<file path="src/rtl/alu_pkg.sv">
// Shared ALU definitions: op codes, op type, arbiter state type and the
// combinational ALU evaluation used on the granted request.
package alu_pkg;

   typedef logic [2:0] alu_op_t;

   localparam alu_op_t ALU_ADD = 3'b000;
   localparam alu_op_t ALU_SUB = 3'b001;
   localparam alu_op_t ALU_AND = 3'b010;
   localparam alu_op_t ALU_OR  = 3'b011;
   localparam alu_op_t ALU_XOR = 3'b100;
   localparam alu_op_t ALU_NOT = 3'b101;
   localparam alu_op_t ALU_SHL = 3'b110;
   localparam alu_op_t ALU_SHR = 3'b111;

   typedef enum logic {
      StEmpty = 1'b0,
      StFull  = 1'b1
   } arb_state_t;

   // Returns {carry, data}. Carry is only meaningful for subtract (borrow).
   function automatic logic [4:0] alu_eval(input logic [3:0] a,
                                           input logic [3:0] b,
                                           input alu_op_t    op);
      logic [4:0] r;
      r = '0;
      case (op)
         ALU_ADD: r = {1'b0, a + b};
         // 5-bit two's complement difference: bit 4 set exactly when a < b.
         ALU_SUB: r = {1'b0, a} - {1'b0, b};
         ALU_AND: r = {1'b0, a & b};
         ALU_OR:  r = {1'b0, a | b};
         ALU_XOR: r = {1'b0, a ^ b};
         ALU_NOT: r = {1'b0, ~a};
         ALU_SHL: r = {1'b0, a[2:0], 1'b0};
         ALU_SHR: r = {2'b00, a[3:1]};
         default: r = '0;
      endcase
      return r;
   endfunction

endpackage

</file>
<file path="src/rtl/rr_picker.sv">
// Round-robin selector: picks the first set request at or after i_ptr,
// wrapping to 0, and reports it as a one-hot vector plus binary index.
module rr_picker #(
   parameter int unsigned N     = 4,
   parameter int unsigned IDX_W = $clog2(N)
) (
   input  logic [N-1:0]     i_req,
   input  logic [IDX_W-1:0] i_ptr,
   input  logic             i_en,
   output logic [N-1:0]     o_grant,
   output logic [IDX_W-1:0] o_idx
);

   logic             w_found;
   logic [IDX_W-1:0] w_pos;

   // Scan N positions starting at the pointer; the first hit wins.
   always_comb begin
      o_grant = '0;
      o_idx   = '0;
      w_found = 1'b0;
      w_pos   = '0;
      for (int k = 0; k < N; k++) begin
         w_pos = IDX_W'((int'(i_ptr) + k) % N);
         if (i_en && !w_found && i_req[w_pos]) begin
            o_grant[w_pos] = 1'b1;
            o_idx          = w_pos;
            w_found        = 1'b1;
         end
      end
   end

endmodule

</file>
<file path="src/rtl/alu_arbiter.sv">
// Shares one 4-bit ALU between NUM_REQ requesters. A round-robin grant feeds
// the ALU; the result is held in a tagged output register until consumed.
module alu_arbiter
   import alu_pkg::*;
#(
   parameter int unsigned NUM_REQ = 4,
   parameter int unsigned ID_W    = $clog2(NUM_REQ)
) (
   input  logic                 clk,
   input  logic                 rst,
   input  logic [NUM_REQ-1:0]   req_valid,
   output logic [NUM_REQ-1:0]   req_ready,
   input  logic [4*NUM_REQ-1:0] req_a,
   input  logic [4*NUM_REQ-1:0] req_b,
   input  logic [3*NUM_REQ-1:0] req_op,
   output logic                 rsp_valid,
   input  logic                 rsp_ready,
   output logic [3:0]           rsp_data,
   output logic                 rsp_carry,
   output logic [ID_W-1:0]      rsp_id
);

   arb_state_t        r_state, w_state_nxt;
   logic [ID_W-1:0]   r_ptr, w_ptr_nxt;
   logic [3:0]        r_data, w_data_nxt;
   logic              r_carry, w_carry_nxt;
   logic [ID_W-1:0]   r_id, w_id_nxt;

   logic              w_can_accept;
   logic              w_pick_en;
   logic [NUM_REQ-1:0] w_grant;
   logic [ID_W-1:0]   w_idx;
   logic              w_any;
   logic [3:0]        w_a, w_b;
   alu_op_t           w_op;
   logic [4:0]        w_alu;

   // The register can take a new result when empty or when it drains this cycle.
   assign w_can_accept = (r_state == StEmpty) || rsp_ready;
   // No grant while reset is held, so no requester believes it was accepted.
   assign w_pick_en    = w_can_accept && !rst;

   rr_picker #(
      .N     (NUM_REQ),
      .IDX_W (ID_W)
   ) u_picker (
      .i_req   (req_valid),
      .i_ptr   (r_ptr),
      .i_en    (w_pick_en),
      .o_grant (w_grant),
      .o_idx   (w_idx)
   );

   assign w_any     = |w_grant;
   assign req_ready = w_grant;

   // Operand mux driven by the one-hot grant.
   always_comb begin
      w_a  = '0;
      w_b  = '0;
      w_op = ALU_ADD;
      for (int i = 0; i < NUM_REQ; i++) begin
         if (w_grant[i]) begin
            w_a  = req_a[4*i +: 4];
            w_b  = req_b[4*i +: 4];
            w_op = req_op[3*i +: 3];
         end
      end
   end

   assign w_alu = alu_eval(w_a, w_b, w_op);

   // Next-state: a grant always (re)loads the register, otherwise a consume empties it.
   always_comb begin
      w_state_nxt = r_state;
      w_ptr_nxt   = r_ptr;
      w_data_nxt  = r_data;
      w_carry_nxt = r_carry;
      w_id_nxt    = r_id;
      if (w_any) begin
         w_state_nxt = StFull;
         w_data_nxt  = w_alu[3:0];
         w_carry_nxt = w_alu[4];
         w_id_nxt    = w_idx;
         w_ptr_nxt   = (w_idx == ID_W'(NUM_REQ - 1)) ? '0 : w_idx + 1'b1;
      end else if ((r_state == StFull) && rsp_ready) begin
         w_state_nxt = StEmpty;
      end
   end

   // State, pointer and result register.
   always_ff @(posedge clk or posedge rst) begin
      if (rst) begin
         r_state <= StEmpty;
         r_ptr   <= '0;
         r_data  <= '0;
         r_carry <= 1'b0;
         r_id    <= '0;
      end else begin
         r_state <= w_state_nxt;
         r_ptr   <= w_ptr_nxt;
         r_data  <= w_data_nxt;
         r_carry <= w_carry_nxt;
         r_id    <= w_id_nxt;
      end
   end

   assign rsp_valid = (r_state == StFull);
   assign rsp_data  = r_data;
   assign rsp_carry = r_carry;
   assign rsp_id    = r_id;

endmodule
</file>
<file path="config.mk">
export PLATFORM = sky130hd
export DESIGN_NAME = alu_arbiter
export DESIGN_NICKNAME = d
export VERILOG_FILES = /design/src/rtl/alu_pkg.sv /design/src/rtl/rr_picker.sv /design/src/rtl/alu_arbiter.sv
export SDC_FILE = /design/constraint.sdc
export NUM_CORES = 1
export LEC_CHECK = 0
export ABC_CLOCK_PERIOD_IN_PS = 6170
export BUFFER_PORTS_ARGS = -buffer_cell sky130_fd_sc_hd__buf_2
export CAP_MARGIN = 20
export CORE_MARGIN = 3
export CORE_UTILIZATION = 35
export DETAILED_ROUTE_END_ITERATION = 6
export HOLD_SLACK_MARGIN = 0.15
export PLACE_DENSITY_LB_ADDON = 0.08
export SLEW_MARGIN = 10
export SYNTH_ARGS = -nofsm -noshare
export SYNTH_HDL_FRONTEND = slang
export SYNTH_SLANG_ARGS = --single-unit
</file>
<file path="constraint.sdc">
create_clock -name clk -period 6.17 [get_ports clk]
set_input_delay 1.5425 -clock clk [delete_from_list [all_inputs] [get_ports clk]]
set_output_delay 1.5425 -clock clk [all_outputs]
set_load 0.005 [all_outputs]
</file>
==> reports/results.txt <==
Pin count of the biggest net entering global routing -> 16
Worst-margin pin slew -> 686 ps
Die ar. -> 0.00647 mm^2
H-tree levels -> 1
Crit path required time -> 4630 ps
TritonCTS buffer count -> 3
DRT Pass-1 Iters -> 4
Routed length per instance -> 15.0 um
Slew headroom -> 54.2%
Worst VDD drop -> 0.304 mV
Number of antenna violations at the first check in global routing -> 0
Synth top cells by count -> 19 x inv_1, 17 x ha_1, 17 x nor2_1
Share of layout cells above drive strength 1 -> 32.6%
First-pass GRT wire length -> 8340 um
# clock sinks -> 10
Pins Over Slew Limit -> 0
Vias per inst -> 5.43
Post-CTS setup repair buffer count -> 0
Routability cong. -> 0.804
Pwr dens -> 646 mW/mm^2
Clk buf depth -> 2
Final hold vios -> 0
Post-Route Utilization -> 44.3%
Initial Utilization -> 37.0%
Status -> complete, no violations
Clock skew -> 4.73 ps
DIE WIDTH -> 80.4 um
Syn avg cell area -> 8.36 um^2
Final TNS setup -> 0 ps
Initial DRC Count -> 97
CTS tree -> yes
RSZ-0062 raised after global routing -> false
ANT cells -> 0
P&R area growth vs syn -> 19.6%
GRT Total Usage -> 15.9%
Post-Synthesis Cells -> 232
Worst Hold Class -> reg -> reg
# nets final -> 359
Die Ht -> 80.4 um
IO Count -> 63
Clock Latency Late Sink -> 230 ps
Post-synth top area cell -> dfrtp_1
HPWL after DPL -> 4350 um
Final min period -> 5190 ps
EDFF count, synth -> 0
Antenna-violating nets left -> 0
Sequential area share after synthesis -> 12.9%
DR vias -> 1943
Worst-path clk slew -> 40 ps
Leakage power -> 1.10 nW
Worst setup SP type -> input pin
Top cells by area, synth -> dfrtp_1 13%, ha_1 11%, mux4_2 5.8%, inv_1 3.7%, mux2i_1 3.6%
FP Rows -> 26
Final setup fails -> 0
Routed Wire Length -> 5380 um
Post-synth top area share -> 12.9%
Asr flop ratio synth -> 100%
Core Box Area -> 0.00524 mm^2
Crit path max fanout -> 15
Crit path arrival time -> 3650 ps
Most frequent cell after synthesis -> inv_1
Post-route DRC violation count -> 0
Fin crit share -> 84.2%
Vias in the first global route -> 1737
Synthesis warning total -> 0
WS Path Type -> in -> out
Top FF cell, synth -> dfrtp_1
Max-cap viol count -> 0
Critical path capture point type -> output port
# port buffers -> 62
CTS Root Cell -> clkbuf_8
Total grt overflow -> 0
Synthesized Nets -> 302
Post-Syn Area -> 0.00194 mm^2
Post-CTS Hold Buffers -> 0
Post-cts sizing count -> 0
Max Clock Freq -> 193 MHz
Yosys reg bits -> 10
Netlist cell types -> 61
==> per-layer routing <==
metal	wire, um	vias up	track usage [%]
li1	-	973	-
met1	2580	919	24.0
met2	2530	47	24.6
met3	248	4	2.69
met4	28	0	1.01
met5	0	-	0
==> cell usage in the layout (no fill, tap or decap), types with 3 or more instances in the layout <==
cell / instances
a21o_1: 4
buf_2: 62
o211a_1: 4
nor2_1: 17
clkbuf_8: 4
o22ai_1: 3
nor2b_1: 8
a221oi_1: 6
nand3_1: 4
dfrtp_1: 10
xor2_1: 4
or3_1: 4
a21oi_1: 10
nor3_1: 9
mux2i_1: 7
mux4_2: 5
ha_1: 17
o21ai_0: 12
nor3b_1: 3
mux2_2: 4
inv_1: 19
nand2_1: 16
a221oi_2: 3
a22oi_1: 4
==> where the power goes <==
| group | leakage (nW) | switching, mW | internal, mW | total (mW) |
|---|---|---|---|---|
| sequential | 0.122 | 0.0368 | 0.102 | 0.139 |
| clock | 0.0288 | 0.0246 | 0.0560 | 0.0806 |
| combinational | 0.950 | 0.719 | 0.560 | 1.28 |
| total | 1.10 | 0.780 | 0.718 | 1.50 |
==> logic make-up (layout without fill, tap and decap cells) <==
group,after synthesis,in the layout,share of synthesized area [%]
AO/OA/AOI/OAI,77,77,32.4
XOR/XNOR,5,5,2.26
adder cells (fa/ha/maj),19,19,13.0
buffers and inverters,31,87,8.00
flip-flops,10,10,12.9
multiplexers,16,16,11.7
AND/OR/NAND/NOR,74,74,19.7
==> stage by stage <==
stage,hold WS [ps],area [um^2],power (mW),instances,setup slack (ps)
2_1_floorplan,467,1940,1.17,232,1270
3_3_place_gp,476,2260,1.44,354,797
3_5_place_dp,481,2260,1.43,354,750
4_1_cts,491,2320,1.52,358,996
5_1_grt,521,2320,1.67,358,630
6_report,490,2320,1.50,358,976
==> state kept, by name, indices dropped and copies added (netlist names), named ones only <==
register   count
rsp_carry      1
rsp_id         2
r_ptr          1
rsp_valid      1
rsp_data       4
==> worst max-delay path, stage by stage <==
cell and delay, ps:
buf_2 150, mux4_2 600, or3_1 430, o21ba_1 320
inv_1 390, buf_2 200
==> worst paths after layout <==
path	start	slack (ps)	to	depth (start not counted)
max in group asynchronous	rst	4550	rsp_carry	2
hold reg to reg	rsp_id[1]	490	rsp_id[1]	2
min in group asynchronous	rst	1340	rsp_valid	2
hold / removal	rsp_id[1]	490	rsp_id[1]	2
setup / recovery	req_valid[1]	980	req_ready[3]	6
setup reg to reg	flip-flop	1210	rsp_data[2]	17
==> final cells by class <==
class                           instances  area [um^2]
Fill cell                             552         2920
Tap cell                               70         87.6
Multi-Input combinational cell        191         1530
Clock buffer                            4         55.1
Sequential cell                        10          250
Timing Repair Buffer                   63          318
Inverter                               20         75.1
Power figures use the tool's default switching activity.
